===== config.mk =====
export PLATFORM = sky130hd
export DESIGN_NAME = instr_fetch_unit
export DESIGN_NICKNAME = d
export VERILOG_FILES = /design/src/rtl/instr_fetch_unit.sv
export SDC_FILE = /design/constraint.sdc
export NUM_CORES = 1
export LEC_CHECK = 0
export CORE_ASPECT_RATIO = 1.1
export CORE_MARGIN = 10
export CORE_UTILIZATION = 30
export DETAILED_ROUTE_END_ITERATION = 8
export GPL_TIMING_DRIVEN = 0
export PLACE_DENSITY_LB_ADDON = 0.25
export SLEW_MARGIN = 0
export SYNTH_ARGS = -nofsm -noshare
export SYNTH_HDL_FRONTEND = slang
export SYNTH_SLANG_ARGS = --single-unit

===== constraint.sdc =====
create_clock -name clk -period 3.35 [get_ports clk]
set_input_delay 0.67 -clock clk [delete_from_list [all_inputs] [get_ports clk]]
set_output_delay 0.67 -clock clk [all_outputs]
set_load 0.01 [all_outputs]

===== src/rtl/instr_fetch_unit.sv =====
// -----------------------------------------------------------------------------
// instr_fetch_unit
//
// Holds the program counter, reads the synchronous instruction memory and
// hands one 32-bit instruction at a time to the decoder. Exactly one
// instruction is in flight: after decode_en is pulsed the unit waits for the
// execute/writeback path to report exec_done, then redirects the PC from the
// jr/jump/branch information returned with it (or halts on exit).
//
// Instruction cycle: FETCH -> MEM -> ISSUE -> WAIT_EXEC (>= 4 clocks).
//
// Ports:
//   clk, rst_n        clock, asynchronous active-low reset
//   start             leave IDLE and begin fetching at pc
//   imem_addr         instruction memory word address (always equals pc)
//   imem_rdata        instruction memory read data, one cycle after address
//   instr             registered instruction presented to the decoder
//   decode_en         one-cycle decoder enable per instruction
//   pc                word address of the instruction held in instr
//   exec_done         one-cycle completion pulse from execute/writeback
//   branch_taken      taken beq, qualified by exec_done
//   branch_offset     sign-extended word offset, qualified by exec_done
//   jump, jump_target j/jal and its 26-bit word target
//   jr, jr_target     jr and the register word address
//   exit_instruction  stop execution, qualified by exec_done
//   halted            high while halted (left only by reset)
//   instr_count       retired instruction counter (wraps at 2^32)
// -----------------------------------------------------------------------------
module instr_fetch_unit #(
  parameter int          ADDR_WIDTH = 10,
  parameter int unsigned RESET_PC   = 0
) (
  input  logic                  clk,
  input  logic                  rst_n,
  input  logic                  start,
  output logic [ADDR_WIDTH-1:0] imem_addr,
  input  logic [31:0]           imem_rdata,
  output logic [31:0]           instr,
  output logic                  decode_en,
  output logic [ADDR_WIDTH-1:0] pc,
  input  logic                  exec_done,
  input  logic                  branch_taken,
  input  logic signed [31:0]    branch_offset,
  input  logic                  jump,
  input  logic [25:0]           jump_target,
  input  logic                  jr,
  input  logic [31:0]           jr_target,
  input  logic                  exit_instruction,
  output logic                  halted,
  output logic [31:0]           instr_count
);

  typedef enum logic [2:0] {
    IDLE,
    FETCH,
    MEM,
    ISSUE,
    WAIT_EXEC,
    HALT
  } state_t;

  localparam logic [ADDR_WIDTH-1:0] RESET_PC_A = ADDR_WIDTH'(RESET_PC);

  state_t                  state;
  state_t                  state_nxt;
  logic [ADDR_WIDTH-1:0]   next_pc;
  logic                    retire;

  // Redirect priority: jr > jump > taken branch > sequential. All arithmetic
  // is modulo 2^ADDR_WIDTH, so wrapping past the top of memory is silent.
  function automatic logic [ADDR_WIDTH-1:0] calc_next_pc(
    input logic [ADDR_WIDTH-1:0] cur,
    input logic                  br,
    input logic signed [31:0]    off,
    input logic                  jp,
    input logic [25:0]           jt,
    input logic                  jrx,
    input logic [31:0]           jrt
  );
    logic [ADDR_WIDTH-1:0] seq;
    seq = cur + ADDR_WIDTH'(1);
    if (jrx)
      return ADDR_WIDTH'(jrt);
    else if (jp)
      return ADDR_WIDTH'(jt);
    else if (br)
      return seq + ADDR_WIDTH'(off);
    else
      return seq;
  endfunction

  assign next_pc = calc_next_pc(pc, branch_taken, branch_offset, jump,
                                jump_target, jr, jr_target);

  // Control inputs only matter in the exec_done cycle of WAIT_EXEC.
  assign retire = (state == WAIT_EXEC) && exec_done;

  // ---------------------------------------------------------------------------
  // State register
  // ---------------------------------------------------------------------------
  always_ff @(posedge clk or negedge rst_n) begin
    if (!rst_n)
      state <= IDLE;
    else
      state <= state_nxt;
  end

  always_comb begin
    state_nxt = state;
    unique case (state)
      IDLE:      if (start) state_nxt = FETCH;
      FETCH:     state_nxt = MEM;
      MEM:       state_nxt = ISSUE;
      ISSUE:     state_nxt = WAIT_EXEC;
      WAIT_EXEC: if (exec_done) state_nxt = exit_instruction ? HALT : FETCH;
      HALT:      state_nxt = HALT;
      default:   state_nxt = IDLE;
    endcase
  end

  // ---------------------------------------------------------------------------
  // MEM -> ISSUE boundary: capture the memory word into instr; WAIT_EXEC
  // retirement updates pc and instr_count.
  // ---------------------------------------------------------------------------
  always_ff @(posedge clk or negedge rst_n) begin
    if (!rst_n) begin
      pc          <= RESET_PC_A;
      instr       <= '0;
      instr_count <= '0;
    end else begin
      if (state == MEM)
        instr <= imem_rdata;
      if (retire) begin
        instr_count <= instr_count + 32'd1;
        // On exit pc stays on the exit instruction.
        if (!exit_instruction)
          pc <= next_pc;
      end
    end
  end

  // The memory address simply follows pc: it is presented in FETCH and the
  // synchronous read returns during MEM.
  assign imem_addr = pc;
  assign decode_en = (state == ISSUE);
  assign halted    = (state == HALT);

endmodule


# Word level (Yosys, flattened, before mapping)
# Cells that the tools add are included.
classes:
  n_addsub: 3
  eq_ne: 7
  muxes: 7
  bitwise: 1
  n_reduce_logical: 4
op_table:
  columns: ["cell", "n"]
  rows:
  - ["$add 32x1->32 const B", 1]
  - ["$mux 10", 3]
  - ["$pmux 3 s6", 1]
  - ["$add 10x1->10 const B", 1]
  - ["$add 10x10->10", 1]
  - ["$mux 3", 3]
  - ["$eq 3x2->1 const B", 2]
  - ["$eq 3x3->1 const B", 2]
  - ["$ne 2x2->1 const B", 2]
  - ["$reduce_and 2->1", 2]
  - ["$eq 3x1->1 const B", 1]
  - ["$logic_not 3->1", 1]
  - ["$logic_and 1x1->1", 1]
  - ["$not 1->1", 1]
word_totals:
  register_bits: 77
  inputBits: 130
  output_inout_bits: 86

# Logic depth before layout (Yosys ltp)
logic_depth:
  word_depth: 5
  ltp_mapped: 10
  mapped_depth_nobuf: 10

# Least setup slack after synthesis
# Ideal clock, no wire load.
synth_path:
  kind: "register to register"
  start: "reg pc[2], in the netlist imem_addr[2]"
  end: "reg pc[9], in the netlist imem_addr[9]"
  setup_ns: 0.082
  arrival_ns: 2.475
  required_ns: 3.268
  setup_slack_ns: 0.793
  path_stages_with_launch: 10
  path_buffers: 0
  period_less_slack_ns: 2.557
  path_cell_list: "dfrtp_1 -> nand4_2 -> or3_1 -> nand2_1 -> ha_1 -> a21oi_1 -> nand2_1 -> a221o_1 -> or4_1 -> a31oi_1"
synth_via:
  elab_chain_cells: 5
synth_rtl:
  columns: ["item", "line_no", "text"]
  rows:
  - ["from (decl)", "40", "output logic [ADDR_WIDTH-1:0] pc,"]
  - ["from (signal assigned)", "137", "pc <= next_pc;"]
  - ["$add 10x1->10 (*)", "81", "seq = cur + ADDR_WIDTH'(1);"]
  - ["$add 10x10->10", "87", "return seq + ADDR_WIDTH'(off);"]
  - ["$mux 10 (*)", "86", "else if (br)"]
  - ["$mux 10 (*)", "84", "else if (jp)"]
  - ["$mux 10 (*)", "82", "if (jrx)"]
# Every way passes the cells marked *; elsewhere a longest branch is shown, timed or not.
# A chain may end at the register's enable or synchronous reset.

# Worst setup path in the final report
layout_path:
  start: "reg pc[0], in the netlist imem_addr[0]"
  end: "reg pc[9], in the netlist imem_addr[9]"
# The elaborated chain is that of the path after synthesis.

==> metrics.md <==
| Metric | Value |
|---|---|
| Sw Pwr | `0.00151 W` |
| Syn_nets | `approximately 530` |
| Pin count of the biggest net entering global routing | `between 50 and 60` |
| DIE HEIGHT | `between 100 and 150 um` |
| Worst Hold Class | `input pin to asynchronous set/reset pin` |
| Status | `completed` |
| Util after Layout | `0.472` |
| Combinational Power Share | `0.451` |
| CTS tree | `yes` |
| Layout Skew | `0.00607 ns` |
| First-pass GRT wire length | `just under 20000 um` |
| Final WL | `roughly 12000 um` |
| RePlAce Congestion | `between 0.8 and 0.9` |
| Max VDD drop | `~0.34 mV` |
| 1st-iter DRT viols | `165` |
| Vias in the first global route | `approximately 3700` |
| Part of the power in registers | `0.309` |
| Post-synthesis sequential area ratio | `0.466` |
| Detailed placement HPWL | `~9600 um` |
| Top-area cell type share of the netlist area | `0.466` |
| Final Setup Violations | `0` |
| Netlist Area Pre-Place | `4130 um^2` |
| Worst Path Arrival | `3.15 ns` |
| Worst reg2reg path depth | `10` |
| Die span in x | `~130 um` |
| Worst EP required | `roughly 3.6 ns` |
| RSZ-0062 raised after global routing | `false` |
| Initial core utilization | `0.310` |
| Main synth FF type | `dfrtp_1` |
| Die Area | `between 15000 and 20000 um^2` |
| Critical register-to-register path startpoint | `imem_addr[0]` |
| Synthesized instance count | `around 390` |
| Pwr Total | `roughly 0.0047 W` |
| Root buf cell | `clkbuf_16` |
| Number of antenna diodes | `0` |
| Setup ws final | `between 0.4 and 0.5 ns` |
| Crit Path Category | `flip-flop to flip-flop` |
| Max Cap Violations | `0` |
| Ys Warns | `0` |
| Share of layout cells above drive strength 1 | `0.133` |
| Cts hold-fix bufs | `0` |
| Row count | `between 40 and 50` |
| Top-count cell post-synth | `dfrtp_1` |
| Post-CTS setup buffers | `0` |
| P_int | `approximately 0.0032 W` |
| Post-CTS Resized | `0` |
| Clock-pin slew on the worst setup and hold paths | `approximately 0.06 ns` |
| Synth cell types | `53` |
| Tot GR Track Use | `0.125` |
| Post-route clock period utilization | `0.865` |
| Clock sink total | `77` |
| Avg Inst Size Synth | `between 10 and 15 um^2` |
| Pwr per Cell Area | `around 750 nW/um^2` |
| Port bufs | `between 150 and 200` |
| Max Fanout on Critical Path | `9` |
| Post-synth ARST share | `1.00` |
| Total gr overflow | `0` |
| Minimum clock period | `a little under 3 ns` |
| Pre-CTS WS | `about 0.42 ns` |
| Num CTS Buffers | `9` |
| Peak Freq | `345 MHz` |
| Reg2Reg Setup Slack | `about 0.45 ns` |
| RR Endpoint | `imem_addr[9]` |
| Layout Area Growth over Synthesis | `52.2%` |
| Wire per inst | `around 16 um` |
| DRT Pass-1 Iters | `4` |
| Worst-Margin Slew | `around 0.95 ns` |
| Worst setup EP type | `flip-flop` |
| Clk buf depth | `2` |
| IO Count | `between 200 and 250` |
| Sw Ratio | `0.320` |
| Register bit total from synthesis | `77` |
| H-tree depth | `3` |
| Clk_lat worst skew | `0.33 ns` |
| Top cells by area, synth | `dfrtp_1 47%, mux2_2 9.3%, xnor2_1 5.9%` |
| Post-synth EDFFs | `0` |
| Final count of hold timing violations | `0` |
| CORE AREA | `approximately 13000 um^2` |
| Post-synth top cells | `77 x dfrtp_1, 34 x mux2_2, 33 x nand2_1` |
| Slew margin rel. | `0.363` |
| Initial antenna violation count | `0` |
| ANT nets after route | `0` |
| Fin. max-slew vios | `0` |
| DR vias/cell | `4.73` |
| Final-stage net count | `approximately 690` |
| DRC | `0` |
| Startpoint types | `flip-flop` |
| Clock network power share | `0.240` |
| Leak | `approximately 2.6 nW` |
| Via count | `around 3500` |
| Largest area contributor in the netlist | `dfrtp_1` |
## stage by stage
| stage | cell area [um^2] | TNS (ns) | cells | hold WS, ns |
|---|---|---|---|---|
| 6_report | 6290 | 0 | 741 | 0.256 |
| 4_1_cts | 6290 | 0 | 741 | 0.258 |
| 5_1_grt | 6290 | 0 | 741 | 0.274 |
| 3_5_place_dp | 5940 | 0 | 725 | 0.460 |
| 3_3_place_gp | 5910 | -91.74 | 724 | 0.456 |
| 2_1_floorplan | 4130 | 0 | 385 | 0.374 |
## metal layers
layer | GRT usage | wire (um) | vias to the layer above
li1 | - | - | 1705
met1 | 0.147 | 5250 | 1666
met2 | 0.209 | 5610 | 126
met3 | 0.0495 | 911 | 9
met4 | 0.0281 | 97 | 0
met5 | 0 | 0 | -
## flip-flops by register name, summed over array words and instances (netlist names)
name,cells
instr,32
instr_count,32
state,3
imem_addr,10
## kinds of logic after synthesis
logic type,after synthesis,synth area share
simple gates,130,0.175
xor+xnor,42,0.0890
fa+ha+maj,12,0.0382
mux,40,0.107
flops,77,0.466
buf+inv,31,0.0406
compound gates,53,0.0833
## power by group through the flow
| stage | registers [W] | clock network (W) | logic (W) |
|---|---|---|---|
| 3_3_place_gp | 0.00146 | 0 | 0.00212 |
| 5_1_grt | 0.00150 | 0.00120 | 0.00234 |
| 3_5_place_dp | 0.00148 | 0 | 0.00216 |
| 4_1_cts | 0.00146 | 0.00117 | 0.00217 |
| 2_1_floorplan | 0.00157 | 0 | 0.00103 |
| 6_report | 0.00146 | 0.00114 | 0.00213 |
## cells in the final DEF (no fill, tap or decap), types with 3 or more instances in the layout
cell type        instances
nand2_1                 33
o21ai_0                 13
a211oi_1                 4
and4_1                   4
clkdlybuf4s50_1        154
nand3_1                 21
ha_1                    11
dfrtp_1                 77
nor2b_1                  6
xor2_1                  14
mux2i_1                  6
xnor2_1                 28
a21oi_1                 14
clkbuf_1                 6
inv_1                    8
nor2_1                  18
bufinv_16                3
or3_1                    6
o21a_1                   4
nand4_1                  8
clkbuf_16                9
buf_2                    5
buf_4                   11
mux2_2                  34
nand2b_1                 3
and3_1                   7
nor3_1                   7
o31ai_1                  3
## layout make-up
type | count | area (um^2)
plain buffers | 23 | 138
well taps | 184 | 230
repair buffers | 156 | 1580
fillers | 1273 | 7030
clock buffers | 11 | 243
clock inverters | 5 | 108
flip-flops and latches | 77 | 1930
inverters | 8 | 30.0
multi-input cells | 277 | 2040
## worst max-delay path, cell delays in order, from the launching register on
cell      delay, ns
dfrtp_1        0.51
ha_1           0.29
inv_1          0.08
nor2_1         0.13
xor2_1         0.10
ha_1           0.38
nand3_1        0.13
a211oi_1       0.39
nor4_1         0.11
or4_1          0.52
a31oi_1        0.18
## worst max path at each step
stage                                 from      endpoint  slack [ns]  depth (start not counted)
after floorplan               imem_addr[2]  imem_addr[9]        0.79                          9
after global placement               rst_n     instr[10]       -1.20                          1
after detailed placement  branch_offset[2]  imem_addr[9]        0.42                          7
after CTS                     imem_addr[0]  imem_addr[9]        0.39                         10
after global routing          imem_addr[0]  imem_addr[9]        0.22                         10
final                         imem_addr[0]  imem_addr[9]        0.45                         10
(Power assumes the default switching activity.)
